**config.mk**
```make
export PLATFORM = sky130hd
export DESIGN_NAME = rs232c_tx_sched
export DESIGN_NICKNAME = d
export VERILOG_FILES = /design/src/rtl/rs232c_pkg.sv /design/src/rtl/rs232c_fifo.sv /design/src/rtl/rs232c_tx_sched.sv
export SDC_FILE = /design/constraint.sdc
export NUM_CORES = 1
export LEC_CHECK = 0
export ABC_AREA = 1
export BUFFER_PORTS_ARGS = -buffer_cell sky130_fd_sc_hd__clkbuf_2
export CORE_MARGIN = 2
export CORE_UTILIZATION = 55
export DETAILED_ROUTE_END_ITERATION = 6
export HOLD_SLACK_MARGIN = 0.1
export PLACE_DENSITY = 0.76
export SYNTH_ARGS = -nofsm -noshare
export SYNTH_HDL_FRONTEND = slang
export SYNTH_SLANG_ARGS = --single-unit
```
**constraint.sdc**
```tcl
create_clock -name clk -period 2.43 [get_ports clk]
set_clock_uncertainty 0.2 [all_clocks]
set_input_delay 0 -clock clk [delete_from_list [all_inputs] [get_ports clk]]
set_output_delay 0 -clock clk [all_outputs]
set_load 0.005 [all_outputs]
```
**src/rtl/rs232c_pkg.sv**
```systemverilog
// -----------------------------------------------------------------------------
// rs232c_pkg
//   Shared definitions for the RS232C transmit scheduler slice: byte width,
//   transmit-sequencer state encoding and default sizing parameters.
// -----------------------------------------------------------------------------
package rs232c_pkg;

  localparam int unsigned BYTE_W       = 8;
  localparam int unsigned DEF_DEPTH    = 16;
  localparam int unsigned DEF_AW       = 4;
  localparam int unsigned DEF_ACK_WAIT = 4;

  typedef logic [BYTE_W-1:0] byte_t;

  // Explicit values keep the encoding identical to the legacy localparams.
  typedef enum logic [1:0] {
    ST_IDLE  = 2'd0,
    ST_ACK   = 2'd1,
    ST_DRAIN = 2'd2
  } tx_state_e;

  // Width of a counter that must hold values 0..max_val.
  function automatic int unsigned cnt_width(input int unsigned max_val);
    return (max_val < 2) ? 1 : $clog2(max_val + 1);
  endfunction

endpackage

```
**src/rtl/rs232c_fifo.sv**
```systemverilog
// -----------------------------------------------------------------------------
// rs232c_fifo
//   Synchronous circular-buffer FIFO with occupancy count. Storage is plain
//   registers; the read port is the entry addressed by the registered read
//   pointer, so the head byte is visible without a read strobe.
//   A push while full is accepted only when a pop happens in the same cycle;
//   the occupancy then stays at DEPTH.
//
// Ports:
//   clk      in   system clock
//   rst      in   synchronous active-high reset (pointers and count to 0)
//   push_i   in   write wdata_i this cycle
//   wdata_i  in   write data
//   pop_i    in   consume the head entry this cycle
//   rdata_o  out  head entry (mem[rd_ptr])
//   count_o  out  occupancy, 0..DEPTH
//   empty_o  out  count_o == 0
//   full_o   out  count_o == DEPTH
// -----------------------------------------------------------------------------
module rs232c_fifo #(
  parameter int unsigned DEPTH = 16,
  parameter int unsigned AW    = 4,
  parameter int unsigned WIDTH = 8
) (
  input  logic             clk,
  input  logic             rst,
  input  logic             push_i,
  input  logic [WIDTH-1:0] wdata_i,
  input  logic             pop_i,
  output logic [WIDTH-1:0] rdata_o,
  output logic [AW:0]      count_o,
  output logic             empty_o,
  output logic             full_o
);

  localparam logic [AW:0] CNT_ONE  = (AW+1)'(1);
  localparam logic [AW:0] CNT_FULL = (AW+1)'(DEPTH);
  localparam logic [AW-1:0] PTR_ONE = AW'(1);

  logic [WIDTH-1:0] mem_q [DEPTH];
  logic [AW-1:0]    wr_ptr_q, wr_ptr_d;
  logic [AW-1:0]    rd_ptr_q, rd_ptr_d;
  logic [AW:0]      count_q, count_d;
  logic             do_push, do_pop;

  assign empty_o = (count_q == '0);
  assign full_o  = (count_q == CNT_FULL);
  assign count_o = count_q;
  assign rdata_o = mem_q[rd_ptr_q];

  // Defensive gating: never pop an empty buffer, never overwrite a full one
  // unless the head leaves in the same cycle.
  always_comb begin
    do_pop  = pop_i && !empty_o;
    do_push = push_i && (!full_o || do_pop);
  end

  // Pointers wrap naturally because DEPTH == 2**AW.
  always_comb begin
    wr_ptr_d = wr_ptr_q;
    rd_ptr_d = rd_ptr_q;
    count_d  = count_q;
    if (do_push) begin
      wr_ptr_d = wr_ptr_q + PTR_ONE;
    end
    if (do_pop) begin
      rd_ptr_d = rd_ptr_q + PTR_ONE;
    end
    case ({do_push, do_pop})
      2'b10:   count_d = count_q + CNT_ONE;
      2'b01:   count_d = count_q - CNT_ONE;
      default: count_d = count_q;
    endcase
  end

  always_ff @(posedge clk) begin
    if (rst) begin
      wr_ptr_q <= '0;
      rd_ptr_q <= '0;
      count_q  <= '0;
    end else begin
      wr_ptr_q <= wr_ptr_d;
      rd_ptr_q <= rd_ptr_d;
      count_q  <= count_d;
    end
  end

  // Storage needs no reset; occupancy decides what is valid. When full with a
  // simultaneous pop, wr_ptr == rd_ptr: the old head is read out combinationally
  // before this edge overwrites the slot.
  always_ff @(posedge clk) begin
    if (do_push && !rst) begin
      mem_q[wr_ptr_q] <= wdata_i;
    end
  end

endmodule

```
**src/rtl/rs232c_tx_sched.sv**
```systemverilog
// -----------------------------------------------------------------------------
// rs232c_tx_sched
//   Shares one RS232C serial transmitter between the CPU OUTPUTB path (cannot
//   be stalled) and a debug/loader source (valid/ready). Both feed a transmit
//   FIFO; a small sequencer pops one byte at a time, issues a single-cycle
//   start pulse and tracks the transmitter busy line, recovering if busy never
//   rises within ACK_WAIT cycles of the start.
//
// Ports:
//   clk           in   system clock
//   rst           in   synchronous active-high reset
//   cpu_push      in   one-cycle byte push from the dispatcher
//   cpu_data      in   byte accompanying cpu_push
//   dbg_valid     in   debug source offers dbg_data
//   dbg_data      in   debug byte, held while dbg_valid && !dbg_ready
//   dbg_ready     out  debug byte accepted this cycle (combinational)
//   tx_busy       in   transmitter is shifting
//   tx_start      out  one-cycle start pulse to the transmitter
//   tx_data       out  byte for the transmitter, stable until the next pop
//   fifo_count    out  FIFO occupancy
//   fifo_empty    out  occupancy is zero
//   fifo_full     out  occupancy is DEPTH
//   overflow      out  sticky: a CPU byte was dropped on a full FIFO
//   clr_overflow  in   clears overflow (a same-cycle drop wins)
// -----------------------------------------------------------------------------
module rs232c_tx_sched
  import rs232c_pkg::*;
#(
  parameter int unsigned DEPTH    = DEF_DEPTH,
  parameter int unsigned AW       = DEF_AW,
  parameter int unsigned ACK_WAIT = DEF_ACK_WAIT
) (
  input  logic              clk,
  input  logic              rst,
  input  logic              cpu_push,
  input  logic [BYTE_W-1:0] cpu_data,
  input  logic              dbg_valid,
  input  logic [BYTE_W-1:0] dbg_data,
  output logic              dbg_ready,
  input  logic              tx_busy,
  output logic              tx_start,
  output logic [BYTE_W-1:0] tx_data,
  output logic [AW:0]       fifo_count,
  output logic              fifo_empty,
  output logic              fifo_full,
  output logic              overflow,
  input  logic              clr_overflow
);

  localparam int unsigned TW = cnt_width(ACK_WAIT);
  localparam logic [TW-1:0] TIMER_LAST = TW'(ACK_WAIT - 1);
  localparam logic [TW-1:0] TIMER_ONE  = TW'(1);

  tx_state_e     state_q, state_d;
  logic [TW-1:0] timer_q, timer_d;
  logic          tx_start_q, tx_start_d;
  byte_t         tx_data_q, tx_data_d;
  logic          overflow_q, overflow_d;

  logic  pop;
  logic  space;
  logic  cpu_drop;
  logic  fifo_push;
  byte_t fifo_wdata;
  byte_t fifo_rdata;

  // ---------------------------------------------------------------------------
  // Write arbitration: at most one FIFO write per cycle, CPU first.
  // A slot freed by this cycle's pop counts as space, so a full FIFO that is
  // being drained still accepts the byte.
  // ---------------------------------------------------------------------------
  always_comb begin
    pop        = (state_q == ST_IDLE) && !fifo_empty && !tx_busy;
    space      = !fifo_full || pop;
    cpu_drop   = cpu_push && !space;
    dbg_ready  = dbg_valid && !cpu_push && space && !rst;
    fifo_push  = (cpu_push && space) || dbg_ready;
    fifo_wdata = cpu_push ? cpu_data : dbg_data;
  end

  rs232c_fifo #(
    .DEPTH (DEPTH),
    .AW    (AW),
    .WIDTH (BYTE_W)
  ) u_fifo (
    .clk     (clk),
    .rst     (rst),
    .push_i  (fifo_push),
    .wdata_i (fifo_wdata),
    .pop_i   (pop),
    .rdata_o (fifo_rdata),
    .count_o (fifo_count),
    .empty_o (fifo_empty),
    .full_o  (fifo_full)
  );

  // ---------------------------------------------------------------------------
  // Transmit sequencer. The pop edge loads tx_data and raises tx_start for the
  // first ACK cycle; ACK therefore spans ACK_WAIT cycles including the start
  // pulse cycle before giving up on the transmitter acknowledging.
  // ---------------------------------------------------------------------------
  always_comb begin
    state_d    = state_q;
    timer_d    = timer_q;
    tx_start_d = 1'b0;
    tx_data_d  = tx_data_q;
    case (state_q)
      ST_IDLE: begin
        if (pop) begin
          tx_data_d  = fifo_rdata;
          tx_start_d = 1'b1;
          timer_d    = '0;
          state_d    = ST_ACK;
        end
      end
      ST_ACK: begin
        if (tx_busy) begin
          state_d = ST_DRAIN;
        end else if (timer_q == TIMER_LAST) begin
          state_d = ST_IDLE;
        end else begin
          timer_d = timer_q + TIMER_ONE;
        end
      end
      ST_DRAIN: begin
        if (!tx_busy) begin
          state_d = ST_IDLE;
        end
      end
      default: state_d = ST_IDLE;
    endcase
  end

  // A dropped push in the same cycle as a clear leaves the flag set.
  always_comb begin
    overflow_d = overflow_q;
    if (cpu_drop) begin
      overflow_d = 1'b1;
    end else if (clr_overflow) begin
      overflow_d = 1'b0;
    end
  end

  always_ff @(posedge clk) begin
    if (rst) begin
      state_q    <= ST_IDLE;
      timer_q    <= '0;
      tx_start_q <= 1'b0;
      tx_data_q  <= '0;
      overflow_q <= 1'b0;
    end else begin
      state_q    <= state_d;
      timer_q    <= timer_d;
      tx_start_q <= tx_start_d;
      tx_data_q  <= tx_data_d;
      overflow_q <= overflow_d;
    end
  end

  assign tx_start = tx_start_q;
  assign tx_data  = tx_data_q;
  assign overflow = overflow_q;

endmodule

```
# [After elaboration in Yosys (flattened, before gate mapping)]
# Memories as Yosys holds them, arrays and structs flattened. A register that Yosys moved wholly into a read port is not among the register bits.
# Index checks and enable logic that the tools add are counted.
[totals] ff_bits=20 ram_bits=128 input_bits=22 output_inout_bits=18 word_cells=69 n_memories=1
[memory_table] name="u_fifo.mem_q" depth=16 width=8 rd=1 rd_ports_with_merged_regs=1 write_ports=1 line="rs232c_fifo.sv:40" text="logic [WIDTH-1:0] mem_q [DEPTH];"
[classes] add_sub_neg=5 eq_ne=11 muxes=16 bitwise=1 n_reduce_logical=28
[op_table] cell="1-bit logical AND" n=10
[op_table] cell="5-bit case mux with 2 select lines" n=1
[op_table] cell="3-bit 2-to-1 mux" n=3
[op_table] cell="4-bit by 1-bit adder with 4-bit output, second input constant" n=2
[op_table] cell="2-bit 2-to-1 mux" n=4
[op_table] cell="8-bit 2-to-1 mux" n=1
[op_table] cell="1-bit zero test" n=6
[op_table] cell="2-bit != test, second input constant" n=3
[op_table] cell="2-bit case mux with 3 select lines" n=1
[op_table] cell="3-bit case mux with 2 select lines" n=1
[op_table] cell="2-bit nonzero test" n=3
[op_table] cell="5-bit by 1-bit adder with 5-bit output, second input constant" n=1
[op_table] cell="5-bit == test, second input constant" n=1
[op_table] cell="5-bit zero test" n=1
[op_table] cell="1-bit 2-to-1 mux" n=5
[op_table] cell="5-bit by 1-bit subtractor with 5-bit output, second input constant" n=1
[op_table] cell="2-bit by 1-bit == test with 1-bit output, second input constant" n=2
[op_table] cell="2-bit == test, second input constant" n=2
[op_table] cell="4-bit AND reduction" n=1
[op_table] cell="3-bit by 1-bit adder with 3-bit output, second input constant" n=1
[op_table] cell="3-bit by 2-bit == test with 1-bit output, second input constant" n=1
[op_table] cell="1-bit logical OR" n=3
[op_table] cell="3-bit != test, second input constant" n=1
[op_table] cell="3-bit AND reduction" n=1
[op_table] cell="other kinds (5)" n=5

# [Depth between registers and ports, before layout]
[depth] ltp_word=12 ltp_mapped=16

# [Modules after synthesis]
# Synthesis repeated with hierarchy kept, for this count alone.
[hier_totals] cells_unflattened=655 hier_area_um2=6986.7
[modules_own_cells] module="rs232c_fifo" instances=1 cells_per_inst=541 area_per_inst_um2=6242.2 seq_area_each_um2=4184.0
[modules_own_cells] module="rs232c_tx_sched" instances=1 cells_per_inst=114 area_per_inst_um2=744.5 seq_area_each_um2=300.3

# [Least setup slack after synthesis]
# No wires, ideal clock.
[synth_timing] path_type="flip-flop to flip-flop" from="reg u_fifo.count_q[0], in the netlist u_fifo.count_o[0]" to="reg u_fifo.count_q[4], in the netlist u_fifo.count_o[4]" arrival_ps=2165 path_slack_ps=-6 stages_incl_launch_ff=16 path_buffers=0 path_cell_list="dfxtp_1 > nor2_1 > nand3_1 > nor2_1 > nand2_4 > nand2_4 > ha_1 > inv_1 > fa_1 > inv_1 > nand2_1 > a21boi_0 > o21bai_1 > nand2_1 > nand2_1 > a21oi_1"
[synth_lines] item="start: declaration" line="rs232c_fifo.sv:43" text="logic [AW:0] count_q, count_d;"
[synth_lines] item="start signal: assignment" line="rs232c_fifo.sv:84" text="count_q <= count_d;"
[synth_lines] item="5-bit == test (*)" line="rs232c_fifo.sv:47" text="assign full_o = (count_q == CNT_FULL);"
[synth_lines] item="via fifo_full" line="rs232c_tx_sched.sv:45" text="output logic fifo_full,"
[synth_lines] item="1-bit zero test (*)" line="rs232c_fifo.sv:55, rs232c_tx_sched.sv:74"
[synth_lines] item="1-bit logical OR" line="rs232c_tx_sched.sv:74" text="space = !fifo_full || pop;"
[synth_lines] item="1-bit logical AND (2 in a row)" line="rs232c_tx_sched.sv:76" text="dbg_ready = dbg_valid && !cpu_push && space && !rst;"
[synth_lines] item="1-bit logical OR" line="rs232c_tx_sched.sv:77" text="fifo_push = (cpu_push && space) || dbg_ready;"
[synth_lines] item="1-bit logical AND (*)" line="rs232c_fifo.sv:55" text="do_push = push_i && (!full_o || do_pop);"
[synth_lines] item="2-bit by 1-bit == test with 1-bit output / 2-bit == test (equally long branches)" line="rs232c_fifo.sv:69" text="case ({do_push, do_pop})"
[synth_lines] item="5-bit case mux with 2 select lines / 2-bit nonzero test (equally long branches)"
# Mark *: on every way through the listed nets, which the timed path passes. The rest lies on a longest branch.
# A chain may end at the register's enable or synchronous reset.

# [Final worst setup path]
[layout_timing] from="reg state_q[0]" to="reg u_fifo.count_q[4], in the netlist u_fifo.count_o[4]"
[layout_via] elab_chain_len=10
[layout_lines] item="start: declaration" line="rs232c_tx_sched.sv:54" text="tx_state_e state_q, state_d;"
[layout_lines] item="start signal: assignment" line="rs232c_tx_sched.sv:152" text="state_q <= state_d;"
[layout_lines] item="2-bit zero test (*)" line="rs232c_tx_sched.sv:73" text="pop = (state_q == ST_IDLE) && !fifo_empty && !tx_busy;"
[layout_lines] item="1-bit logical AND (*) (2 in a row)" line="rs232c_tx_sched.sv:73"
[layout_lines] item="1-bit logical OR" line="rs232c_tx_sched.sv:74"
[layout_lines] item="1-bit logical AND (2 in a row)" line="rs232c_tx_sched.sv:76"
[layout_lines] item="1-bit logical OR" line="rs232c_tx_sched.sv:77"
[layout_lines] item="1-bit logical AND" line="rs232c_fifo.sv:55"
[layout_lines] item="2-bit by 1-bit == test with 1-bit output / 2-bit == test (equally long branches)" line="rs232c_fifo.sv:69"
[layout_lines] item="5-bit case mux with 2 select lines / 2-bit nonzero test (equally long branches)"
# Every way passes the cells marked *; elsewhere a longest branch is shown, timed or not.

==> metrics.txt <==
outcome finished, final reports clean; DR WL/cell about 17 µm; P&R area growth vs syn 21.00%; largest net degree at the start of global routing 45; most frequent cell after synthesis nand2_1; vias after detailed routing 5379; htree depth 4; area of the multi-input gates between 0.002 and 0.0025 mm²; Fill cells 923; Reg2Reg Setup Slack 0.04 ns; CP bufs+invs 1; asr flop ratio synth 0%; final worst slack 0.04181 ns; clock period minus worst slack 2.388 ns; CTS tree done; max-cap violations 0; row count 41; R2R cell count 15; worst hold path type input pin to flip-flop; vias in the first global route 5171; Startpoint Class flip-flop; largest cells by area after synthesis edfxtp_1, nand2_1, dfxtp_1; worst hold endpoint u_fifo.count_o[0]$_SDFFE_PP0P_; Setup TNS 0 ns; total grt overflow 0; number of synthesized flops with an enable pin 128; RSZ-0062 raised after global routing true; router iterations before antenna repair 5; Place WS -0.1377 ns; die area 0.01367 mm²; Seq. cell area between 0.004 and 0.005 mm²; Final ANT Viol Nets 0; synth cell count leaders nand2_1, edfxtp_1, inv_1, nand3_1, nor2_1; Placed Cells between 900 and 1k; Synth top area share between 50% and 60%; Via density about 5.4; DRC viols 0; Mapped Cells between 700 and 800; synthesis-stage register bit count roughly 160; CP Capture Type flip-flop; Hold Path Stages 6; die span in y between 100 and 150 µm; Critical Path Max Stage Delay between 0.3 and 0.4 ns; Die X about 120 µm; Clock Sinks between 150 and 200; Routed WL 17030 µm; gr usage total a little over a quarter; cts bufs inserted 17; first-iteration detailed-routing DRC count 500; first-pass GRT wire length 26240 µm; leading area contributor after synthesis edfxtp_1; Worst R2R Start state_q[0]$_SDFFE_PP0P_; clk slew on worst S/H paths 0.06 ns; I/O pins 40; total power 8.394 mW; gpl congestion about 0.87; CTS Buffer Depth 2; Leak Pwr roughly 3.7 nW; critical path startpoint state_q[0]$_SDFFE_PP0P_; Setup Crit Path Kind flip-flop to flip-flop; # diodes 0; Fmax achieved 0.4187 GHz; Critical R2R Capture u_fifo.count_o[4]$_SDFFE_PP0P_; crit-path cells or2_4 -> nor2_4 -> nand2_4 -> nand2_4 -> nand2_4 -> ha_4 -> buf_4 -> ha_4 -> nand2_2 -> nand2_1 -> a21oi_1 -> nand2_1 -> nand2_1 -> nand2_1 -> a21oi_2; Crit path max-delay family simple AND/OR/NAND/NOR gates; top_reg_cell synth edfxtp_1; syn avg cell area roughly 9.7 µm²; P per Cell Area around 1000 mW/mm²; Max FO, Critical Path 4; Final period util 98.28%; hold path start cpu_push; maximum VDD drop 0.0007287 V; share of cells above drive strength 1 between 10% and 20%; antenna violations before repair 1; crit-path most repeated cell nand2_1; worst slew pin tran about 0.8 ns; final cell count without fillers ~1000; Arrival @ worst endpoint ~2.6 ns; Core ar. 0.01252 mm²; Total Nets Final between 800 and 900; Post-Syn Area 0.007012 mm²; clock latency on the worst-skew pair 0.42 ns; IO buf count 39; Ys Warns 0; Max Slew Vio Count 0; max-slew headroom at the worst pin around 46%; synth unique cells 28; Mapped Nets 757; Root Driver clkbuf_16; Initial Utilization between 50% and 60%; Max stage delay cell, worst path dfxtp_2; Hold Vio Cnt, Final 0; sequential fraction of the synthesis area ~63%; Detail Placement HPWL approximately 10000 µm; worst endpoint required time between 2 and 3 ns; Finish-stage setup viols 0
-- how the worst max path moves through the flow --
stage / to / slack (ns) / depth (start not counted)
floorplan: u_fifo.count_o[4]$_SDFFE_PP0P_ / 0.03 / 15
global placement: u_fifo.count_o[4]$_SDFFE_PP0P_ / 0.06 / 15
detailed placement: u_fifo.count_o[4]$_SDFFE_PP0P_ / -0.14 / 15
CTS: u_fifo.count_o[4]$_SDFFE_PP0P_ / 0.02 / 15
global route: u_fifo.count_o[4]$_SDFFE_PP0P_ / -0.08 / 15
finish: u_fifo.count_o[4]$_SDFFE_PP0P_ / 0.04 / 15
-- metrics by stage --
step	instance area [µm²]	hold slack [ns]	util (%)
6_report	8484	0.1958	67.78
3_5_place_dp	7520	0.07116	60.08
2_1_floorplan	7014	-0.1118	-
3_3_place_gp	7520	0.05592	60.08
5_1_grt	8484	0.2107	67.78
4_1_cts	8401	0.1679	67.11
-- registers in the layout, summed over array words and instances, names as in the netlist, 2 cells and up --
signal,count
timer_q,3
u_fifo.wr_ptr_q,4
u_fifo.mem_q,128
state_q,2
u_fifo.count_o,5
tx_data,8
u_fifo.rd_ptr_q,4
-- report_power, final --
group	internal (mW)	switching (mW)
registers	3.10	0.123
clock network	1.80	0.978
logic	0.861	1.53
total	5.76	2.64
-- layer usage --
metal / global-route usage, % / wire, µm / vias up
met5: 0 / 0 / -
met3: 6.952 / 1392 / 52
li1: - / - / 2514
met1: 31.43 / 6627 / 2544
met4: 11.06 / 512 / 0
met2: 44.28 / 8495 / 269
-- worst min-delay path, stage by stage --
cell      delay, ns
clkbuf_2       0.21
a21oi_1        0.17
inv_1          0.08
nand2_4        0.09
ha_4           0.17
a21oi_1        0.06
-- area by class of cell --
type                       instances  share of cell area [%]
clock buffer                      21                   5.191
clock inverter                    10                   2.020
multi-input combinational        435                   25.25
timing repair buffer             101                   8.509
tap                              172                   2.536
inverter                         101                   4.498
sequential                       156                   52.00
-- cells by family after synthesis --
| family | synth area share, % |
|---|---|
| muxes | 1.285 |
| adders and majority gates | 2.248 |
| and+or+nand+nor | 23.27 |
| xor gates and xnor gates | 0.7495 |
| AOI/OAI and AO/OA | 2.141 |
| buffers and inverters | 7.495 |
| DFF | 62.81 |
-- timing repair --
action / in CTS / in global routing
gates resized for setup: 7 / 15
endpoints found under the setup margin: 3 / 2
setup buffers: 1 / 6
hold endpoints to repair: 157 / 0
pin swaps: 3 / 11
hold buffers: 23 / 0
-- layout by cell type (no fill, tap or decap), drive strengths merged --
master / instances
nand2: 228
edfxtp: 128
inv: 99
nand3: 98
clkbuf: 60
nor2: 51
buf: 39
dfxtp: 28
dlygate4sd3: 23
a21oi: 15
o21ai: 12
ha: 11
mux2: 8
clkinv: 7
xor2: 5
bufinv: 5
nand4: 1
or2: 1
nor3: 1
xnor2: 1
a21boi: 1
o21bai: 1
fa: 1
Note: power is estimated with default switching activity, not from simulation.
